[src/rtl/srt_div_sched_pkg.sv]
// Shared types for the SRT divider scheduler.
// Optional feature macro: SRT_SCHED_DBZ_EN (divide-by-zero tagging).
package srt_div_pkg;
  localparam int DATA_W  = 8;
  localparam int DIV_LAT = 9;
  localparam logic [DATA_W-1:0] DBZ_QUO = 8'hFF;
  // Widest requester ID (NREQ <= 8); narrower configurations use the low bits.
  localparam int ID_W = 3;

  typedef struct packed {
    logic            vld;
    logic [ID_W-1:0] id;
`ifdef SRT_SCHED_DBZ_EN
    logic              dbz;
    logic [DATA_W-1:0] op1;
`endif
  } tag_t;

  typedef struct packed {
    logic [ID_W-1:0]   id;
    logic              dbz;
    logic [DATA_W-1:0] quo;
    logic [DATA_W-1:0] rem;
  } rsp_ent_t;
endpackage

[src/rtl/srt_div_sched_if.sv]
// Request, core and response signals of the divider scheduler.
interface srt_div_sched_if #(parameter int NREQ = 4);
  import srt_div_pkg::*;
  localparam int IDW = $clog2(NREQ);

  logic [NREQ-1:0]             req_vld;
  logic [NREQ-1:0]             req_rdy;
  logic [NREQ-1:0][DATA_W-1:0] req_op1;
  logic [NREQ-1:0][DATA_W-1:0] req_op2;
  logic                        div_vld_o;
  logic [DATA_W-1:0]           div_op1_o;
  logic [DATA_W-1:0]           div_op2_o;
  logic [DATA_W-1:0]           div_quo_i;
  logic [DATA_W-1:0]           div_rem_i;
  logic                        rsp_vld;
  logic                        rsp_rdy;
  logic [IDW-1:0]              rsp_id;
  logic [DATA_W-1:0]           rsp_quo;
  logic [DATA_W-1:0]           rsp_rem;
  logic                        rsp_dbz;

  modport slave (
    input  req_vld, req_op1, req_op2, div_quo_i, div_rem_i, rsp_rdy,
    output req_rdy, div_vld_o, div_op1_o, div_op2_o,
           rsp_vld, rsp_id, rsp_quo, rsp_rem, rsp_dbz
  );

  modport master (
    output req_vld, req_op1, req_op2, div_quo_i, div_rem_i, rsp_rdy,
    input  req_rdy, div_vld_o, div_op1_o, div_op2_o,
           rsp_vld, rsp_id, rsp_quo, rsp_rem, rsp_dbz
  );
endinterface

[src/rtl/srt_div_sched_rr_arb.sv]
// N-wide round-robin arbiter; pointer moves past the winner on advance.
module rr_arb #(
  parameter int N = 4
) (
  input  logic                 clk,
  input  logic                 rstn,
  input  logic [N-1:0]         req,
  input  logic                 en,
  input  logic                 adv,
  output logic [N-1:0]         gnt,
  output logic [$clog2(N)-1:0] idx
);
  localparam int IW = $clog2(N);

  logic [IW-1:0] ptr;
  logic [IW-1:0] cand;
  logic          found;

  always_comb begin
    gnt   = '0;
    idx   = '0;
    cand  = '0;
    found = 1'b0;
    for (int k = 0; k < N; k++) begin
      cand = IW'((int'(ptr) + k) % N);
      if (!found && req[cand]) begin
        found = 1'b1;
        idx   = cand;
      end
    end
    if (en && found) gnt[idx] = 1'b1;
  end

  always_ff @(posedge clk or negedge rstn) begin
    if (!rstn)    ptr <= '0;
    else if (adv) ptr <= (idx == IW'(N-1)) ? '0 : idx + IW'(1);
  end
endmodule

[src/rtl/srt_div_sched.sv]
// Shares one fixed-latency SRT divider among NREQ requesters with credit-managed
// response buffering. Optional feature macro: SRT_SCHED_DBZ_EN.
module srt_div_sched
  import srt_div_pkg::*;
#(
  parameter int NREQ       = 4,
  parameter int LAT        = DIV_LAT,
  parameter int FIFO_DEPTH = 4
) (
  input  logic            clk,
  input  logic            rstn,
  input  logic            flush,
  srt_div_sched_if.slave  bus
);
  localparam int IDW = $clog2(NREQ);
  localparam int PW  = $clog2(FIFO_DEPTH);
  localparam int CW  = PW + 1;

  logic [NREQ-1:0]   gnt;
  logic [IDW-1:0]    gidx;
  logic              issue_ok, hs;
  logic [DATA_W-1:0] op1_sel, op2_sel;
  logic [CW-1:0]     inflight, fifo_cnt, cnt_sum;

  tag_t              tag_in;
  tag_t              pipe [LAT];
  logic              retire;
  rsp_ent_t          ent;

  rsp_ent_t          mem [FIFO_DEPTH];
  logic [PW-1:0]     wr_ptr, rd_ptr;
  logic              push, pop;
  rsp_ent_t          rsp_out;

  // Credits count everything issued but not yet popped, from registered state only.
  assign cnt_sum  = inflight + fifo_cnt;
  assign issue_ok = rstn && !flush && (cnt_sum < CW'(FIFO_DEPTH));

  rr_arb #(.N(NREQ)) u_arb (
    .clk  (clk),
    .rstn (rstn),
    .req  (bus.req_vld),
    .en   (issue_ok),
    .adv  (hs),
    .gnt  (gnt),
    .idx  (gidx)
  );

  assign hs          = |gnt;
  assign bus.req_rdy = gnt;
  assign op1_sel     = bus.req_op1[gidx];
  assign op2_sel     = bus.req_op2[gidx];
  assign bus.div_vld_o = hs;
  assign bus.div_op1_o = hs ? op1_sel : '0;
  assign bus.div_op2_o = hs ? op2_sel : '0;

  always_comb begin
    tag_in     = '0;
    tag_in.vld = hs;
    tag_in.id  = ID_W'(gidx);
`ifdef SRT_SCHED_DBZ_EN
    tag_in.dbz = hs && (op2_sel == '0);
    tag_in.op1 = op1_sel;
`endif
  end

  // Tag pipe mirrors the core pipeline, which cannot stall.
  always_ff @(posedge clk or negedge rstn) begin
    if (!rstn) begin
      for (int k = 0; k < LAT; k++) pipe[k] <= '0;
    end else begin
      pipe[0] <= tag_in;
      for (int k = 1; k < LAT; k++) pipe[k] <= pipe[k-1];
      if (flush) for (int k = 0; k < LAT; k++) pipe[k].vld <= 1'b0;
    end
  end

  assign retire = pipe[LAT-1].vld;

  always_comb begin
    ent     = '0;
    ent.id  = pipe[LAT-1].id;
    ent.quo = bus.div_quo_i;
    ent.rem = bus.div_rem_i;
`ifdef SRT_SCHED_DBZ_EN
    if (pipe[LAT-1].dbz) begin
      ent.dbz = 1'b1;
      ent.quo = DBZ_QUO;
      ent.rem = pipe[LAT-1].op1;
    end
`endif
  end

  always_ff @(posedge clk or negedge rstn) begin
    if (!rstn)                inflight <= '0;
    else if (flush)           inflight <= '0;
    else if (hs && !retire)   inflight <= inflight + CW'(1);
    else if (!hs && retire)   inflight <= inflight - CW'(1);
  end

  // Credit rule keeps the FIFO from ever being full when a retire arrives.
  assign push = retire;
  assign pop  = bus.rsp_vld && bus.rsp_rdy;

  always_ff @(posedge clk or negedge rstn) begin
    if (!rstn) begin
      wr_ptr   <= '0;
      rd_ptr   <= '0;
      fifo_cnt <= '0;
    end else if (flush) begin
      wr_ptr   <= '0;
      rd_ptr   <= '0;
      fifo_cnt <= '0;
    end else begin
      if (push) wr_ptr <= wr_ptr + PW'(1);
      if (pop)  rd_ptr <= rd_ptr + PW'(1);
      if (push && !pop)      fifo_cnt <= fifo_cnt + CW'(1);
      else if (!push && pop) fifo_cnt <= fifo_cnt - CW'(1);
    end
  end

  always_ff @(posedge clk) begin
    if (push && !flush) mem[wr_ptr] <= ent;
  end

  // Payload is masked so every output reads zero while the FIFO is empty.
  assign bus.rsp_vld = (fifo_cnt != '0);
  assign rsp_out     = bus.rsp_vld ? mem[rd_ptr] : '0;
  assign bus.rsp_id  = IDW'(rsp_out.id);
  assign bus.rsp_quo = rsp_out.quo;
  assign bus.rsp_rem = rsp_out.rem;
  // Without the DBZ feature ent.dbz is constant zero, so this output is tied low.
  assign bus.rsp_dbz = rsp_out.dbz;
endmodule

[src/flat_wrapper.sv]
// flat-port wrapper written by rule: the top's interface ports become plain ports
module srt_div_sched_flat import srt_div_pkg::*;
#(
  parameter int NREQ       = 4,
  parameter int LAT        = DIV_LAT,
  parameter int FIFO_DEPTH = 4
)
  (clk, rstn, flush, bus_req_vld, bus_req_op1, bus_req_op2, bus_div_quo_i, bus_div_rem_i, bus_rsp_rdy, bus_req_rdy, bus_div_vld_o, bus_div_op1_o, bus_div_op2_o, bus_rsp_vld, bus_rsp_id, bus_rsp_quo, bus_rsp_rem, bus_rsp_dbz);
  srt_div_sched_if #(.NREQ(NREQ)) bus_i ();
  input  logic clk;
  input  logic rstn;
  input  logic flush;
  input wire logic [$bits(bus_i.req_vld)-1:0] bus_req_vld;
  input wire logic [$bits(bus_i.req_op1)-1:0] bus_req_op1;
  input wire logic [$bits(bus_i.req_op2)-1:0] bus_req_op2;
  input wire logic [$bits(bus_i.div_quo_i)-1:0] bus_div_quo_i;
  input wire logic [$bits(bus_i.div_rem_i)-1:0] bus_div_rem_i;
  input wire logic [$bits(bus_i.rsp_rdy)-1:0] bus_rsp_rdy;
  output wire logic [$bits(bus_i.req_rdy)-1:0] bus_req_rdy;
  output wire logic [$bits(bus_i.div_vld_o)-1:0] bus_div_vld_o;
  output wire logic [$bits(bus_i.div_op1_o)-1:0] bus_div_op1_o;
  output wire logic [$bits(bus_i.div_op2_o)-1:0] bus_div_op2_o;
  output wire logic [$bits(bus_i.rsp_vld)-1:0] bus_rsp_vld;
  output wire logic [$bits(bus_i.rsp_id)-1:0] bus_rsp_id;
  output wire logic [$bits(bus_i.rsp_quo)-1:0] bus_rsp_quo;
  output wire logic [$bits(bus_i.rsp_rem)-1:0] bus_rsp_rem;
  output wire logic [$bits(bus_i.rsp_dbz)-1:0] bus_rsp_dbz;
  assign bus_i.req_vld = bus_req_vld;
  assign bus_i.req_op1 = bus_req_op1;
  assign bus_i.req_op2 = bus_req_op2;
  assign bus_i.div_quo_i = bus_div_quo_i;
  assign bus_i.div_rem_i = bus_div_rem_i;
  assign bus_i.rsp_rdy = bus_rsp_rdy;
  assign bus_req_rdy = bus_i.req_rdy;
  assign bus_div_vld_o = bus_i.div_vld_o;
  assign bus_div_op1_o = bus_i.div_op1_o;
  assign bus_div_op2_o = bus_i.div_op2_o;
  assign bus_rsp_vld = bus_i.rsp_vld;
  assign bus_rsp_id = bus_i.rsp_id;
  assign bus_rsp_quo = bus_i.rsp_quo;
  assign bus_rsp_rem = bus_i.rsp_rem;
  assign bus_rsp_dbz = bus_i.rsp_dbz;
  srt_div_sched #(.NREQ(NREQ), .LAT(LAT), .FIFO_DEPTH(FIFO_DEPTH)) u_core (.clk(clk), .rstn(rstn), .flush(flush), .bus(bus_i));
endmodule
[config.mk]
export PLATFORM = sky130hd
export DESIGN_NAME = srt_div_sched_flat
export DESIGN_NICKNAME = d
export VERILOG_FILES = /design/src/rtl/srt_div_sched_pkg.sv /design/src/rtl/srt_div_sched_if.sv /design/src/rtl/srt_div_sched_rr_arb.sv /design/src/rtl/srt_div_sched.sv /design/src/flat_wrapper.sv
export SDC_FILE = /design/constraint.sdc
export NUM_CORES = 1
export LEC_CHECK = 0
export ABC_CLOCK_PERIOD_IN_PS = 8700
export CORE_MARGIN = 2
export CORE_UTILIZATION = 53
export DETAILED_ROUTE_END_ITERATION = 10
export GPL_TIMING_DRIVEN = 0
export HOLD_SLACK_MARGIN = 0.03
export PLACE_DENSITY = 0.84
export SLEW_MARGIN = 15
export SYNTH_ARGS = -nofsm -noshare
export SYNTH_HDL_FRONTEND = slang
export SYNTH_SLANG_ARGS = --single-unit
[constraint.sdc]
create_clock -name clk -period 8.7 [get_ports clk]
set_input_delay 0.87 -clock clk [delete_from_list [all_inputs] [get_ports clk]]
set_output_delay 0.87 -clock clk [all_outputs]
set_load 0.005 [all_outputs]
==> impl_metrics.tcl <==
set metrics [dict create \
    status "completed" \
    skew_ps 19.1 \
    hold_buffers 0 \
    pwr-share-clk_pct 19.1 \
    synth_fp_nets 401 \
    clockRootBuffer "clkbuf_8" \
    ys_seq_area_share_pct 63.4 \
    crit_chain "clkdlybuf4s50_1 -> nor2b_1 -> a311oi_4 -> nor2_1 -> ha_1 -> o31ai_1 -> a21o_1 -> buf_6 -> inv_1 -> buf_2 -> and2_1 -> clkdlybuf4s50_1" \
    grtUsageTotal_pct 19.8 \
    final_nets 540 \
    ys_types 42 \
    p_leak_uw 0.00239 \
    crit_fanout 10 \
    numClockSinks 111 \
    grt_pass1_vias 3241 \
    postSynthCellCount 305 \
    power.switching_uw 467 \
    grt_pass1_wl_um 15100 \
    finalSetupViolations 0 \
    syn_to_final_growth_pct 32.8 \
    finalCritPeriodShare_pct 54.4 \
    avgSynthCellArea_um2 16.2 \
    coreArea_um2 9150 \
    clk_latency_ps 380 \
    switching_share_pct 29.8 \
    cts_resized 0 \
    synth_area_leaders "edfxtp_1, dfrtp_1, mux4_2" \
    worstMarginPinSlew_ps 988 \
    regToRegSetupSlack_ps 5500 \
    cts_buffers 9 \
    grt_max_degree 33 \
    max_freq_mhz 211 \
    synth_seq_cells 111 \
    gp_congestion 0.798 \
    diodes 0 \
    wire_per_inst_um 17.2 \
    die_w_um 101 \
    maxSlewHeadroom_pct 34.1 \
    finalInstanceArea_um2 6570 \
    port_buffers 127 \
    yosysWarnings 0 \
    cts_tree "done" \
    internal-power_uw 1100 \
    antenna_found_initial 0 \
    required_ps 7830 \
    path_common_cell "clkdlybuf4s50_1" \
    hold_viol 0 \
    dr.pass1.iters 5 \
    critPathKind "in -> out" \
    hold_class "in -> async" \
    final_cell_mix "clkdlybuf4s50_1, edfxtp_1, and2_1, dfrtp_1, mux4_2" \
    max_cap_viol_count 0 \
    ff2ff_path_depth 12 \
    syn-cell-area_um2 4950 \
    yosysTopAreaCellShare_pct 43.7 \
    dr.first_iter.drc_count 74 \
    fin_crit_ps 4740 \
    vias 3035 \
    placed_area_um2 6370 \
    clkTransAtPathRegs_ps 120 \
    start_kind "input port" \
    overflow 0 \
    drc 0 \
    routed_wl_um 9650 \
    postCtsSetupRepairBufs 0 \
    layout_commonest_cell "clkdlybuf4s50_1" \
    rsz0062_at_grt "false" \
    crit_arrival_ps 3870 \
    hpwlAfterDp_um 7030 \
    rows 35 \
    ir_drop_mv 0.125 \
    drv_slew 0 \
    critPathTopFamily "buffers and inverters" \
    initial_core_util_pct 54.1 \
    htreeDepth 3 \
    critPathLaunch "bus_req_vld[2]" \
    final_antenna_net_count 0 \
    fin_setup_tns_ps 0 \
    crit_path_top_delay_cell "clkdlybuf4s50_1" \
    dieArea_um2 10100 \
    die_h_um 101 \
    worstReg2RegStart "u_core.u_arb.ptr[1]$_DFFE_PN0P_" \
    vias_per_cell 5.42 \
    synth_top_area_cell "edfxtp_1" \
    slowest_delay_ps 510 \
    cts_buffer_depth 2 \
    critical_path_buf_inv_count 5 \
    drive_gt1_share_pct 14.3 \
    comb_power_share_pct 39.4 \
    seqPwrFrac_pct 41.5 \
    reg2reg_to "u_core.inflight[1]$_DFFE_PN0P_" \
    power_density_nw_per_um2 238 \
    io_pins 129 \
    crit_path_end_kind "output pin" \
]
-- kinds of logic (layout without fill, tap and decap cells) --
kind of cell	after synthesis	in the layout	synth area share, %
adders and majority gates	8	8	2.33
xor gates and xnor gates	9	9	1.59
buffers and inverters	25	169	2.35
DFF	111	111	63.4
and+or+nand+nor	96	96	11.0
muxes	38	38	16.5
AOI/OAI and AO/OA	17	17	2.81
other	1	1	0.0758
-- stage by stage --
stage | util, % | setup WS, ps | hold WS [ps] | power, uW | instances
after floorplan | - | 5230 | 331 | 1020 | 305
after global placement | 69.5 | 3460 | 335 | 1270 | 543
after detailed placement | 69.6 | 3960 | 336 | 1290 | 544
after CTS | 71.8 | 3950 | 331 | 1580 | 560
after global routing | 71.8 | 3700 | 335 | 1660 | 560
final | 71.8 | 3960 | 330 | 1570 | 560
-- metal layers --
layer  part of all wire, %  track usage [%]  wire length, um
met2                    51             34.2             4920
met1                    40             24.0             3850
met5                     0                0                0
met4                   2.0             7.80              195
met3                   7.1             5.27              684
-- cells in the mapped netlist --
cell	instances
mux4_2	33
or3_1	1
fa_1	2
buf_2	3
a31oi_1	1
a311oi_4	1
buf_1	1
o22a_2	1
a22o_1	1
mux2i_1	3
xnor2_1	7
nand2b_1	3
o22ai_1	1
nor2b_1	10
conb_1	1
a21oi_1	2
nor4_1	2
and2_1	44
nor3_1	3
clkbuf_1	8
a21o_1	2
xor2_1	2
buf_6	2
o211ai_2	1
mux4_1	1
nor2_1	15
nor2_4	1
a21oi_2	1
ha_1	6
o31ai_1	1
nand2_2	1
buf_4	1
nand3b_1	2
o21ai_0	4
mux2_4	1
nor3b_1	2
dfrtp_1	39
a211oi_1	1
edfxtp_1	72
nand3_1	2
nand2_1	10
inv_1	10
-- layout make-up --
class	instances	area (um2)
timing repair buffer	128	1290
multi-input combinational	169	1690
clock inverter	7	73.8
fill	592	2580
buffer	15	78.8
inverter	10	37.5
sequential	111	3140
clock buffer	9	124
tap	111	139
-- power groups by stage --
stage	logic (uW)	registers, uW	clock network (uW)
floorplan	363	652	0
global placement	609	659	0
detailed placement	625	662	0
CTS	629	650	304
global route	676	656	329
finish	617	650	300
-- registers in the layout, summed over array words and instances, names as in the netlist --
| register | cells |
|---|---|
| u_core.ent | 2 |
| u_core.fifo_cnt | 3 |
| u_core.inflight | 3 |
| u_core.mem | 72 |
| u_core.pipe | 24 |
| u_core.push | 1 |
| u_core.rd_ptr | 2 |
| u_core.u_arb.ptr | 2 |
| u_core.wr_ptr | 2 |
-- how the worst max path moves through the flow --
| stage | endpoint | cells after the start |
|---|---|---|
| floorplan | bus_div_op1_o[1] | 10 |
| global route | bus_div_op1_o[1] | 12 |
| detailed placement | bus_div_op2_o[6] | 12 |
| global placement | bus_div_op2_o[6] | 8 |
| finish | bus_div_op2_o[6] | 12 |
| CTS | bus_div_op2_o[6] | 12 |
No activity file was read; power rests on OpenSTA's default activity.
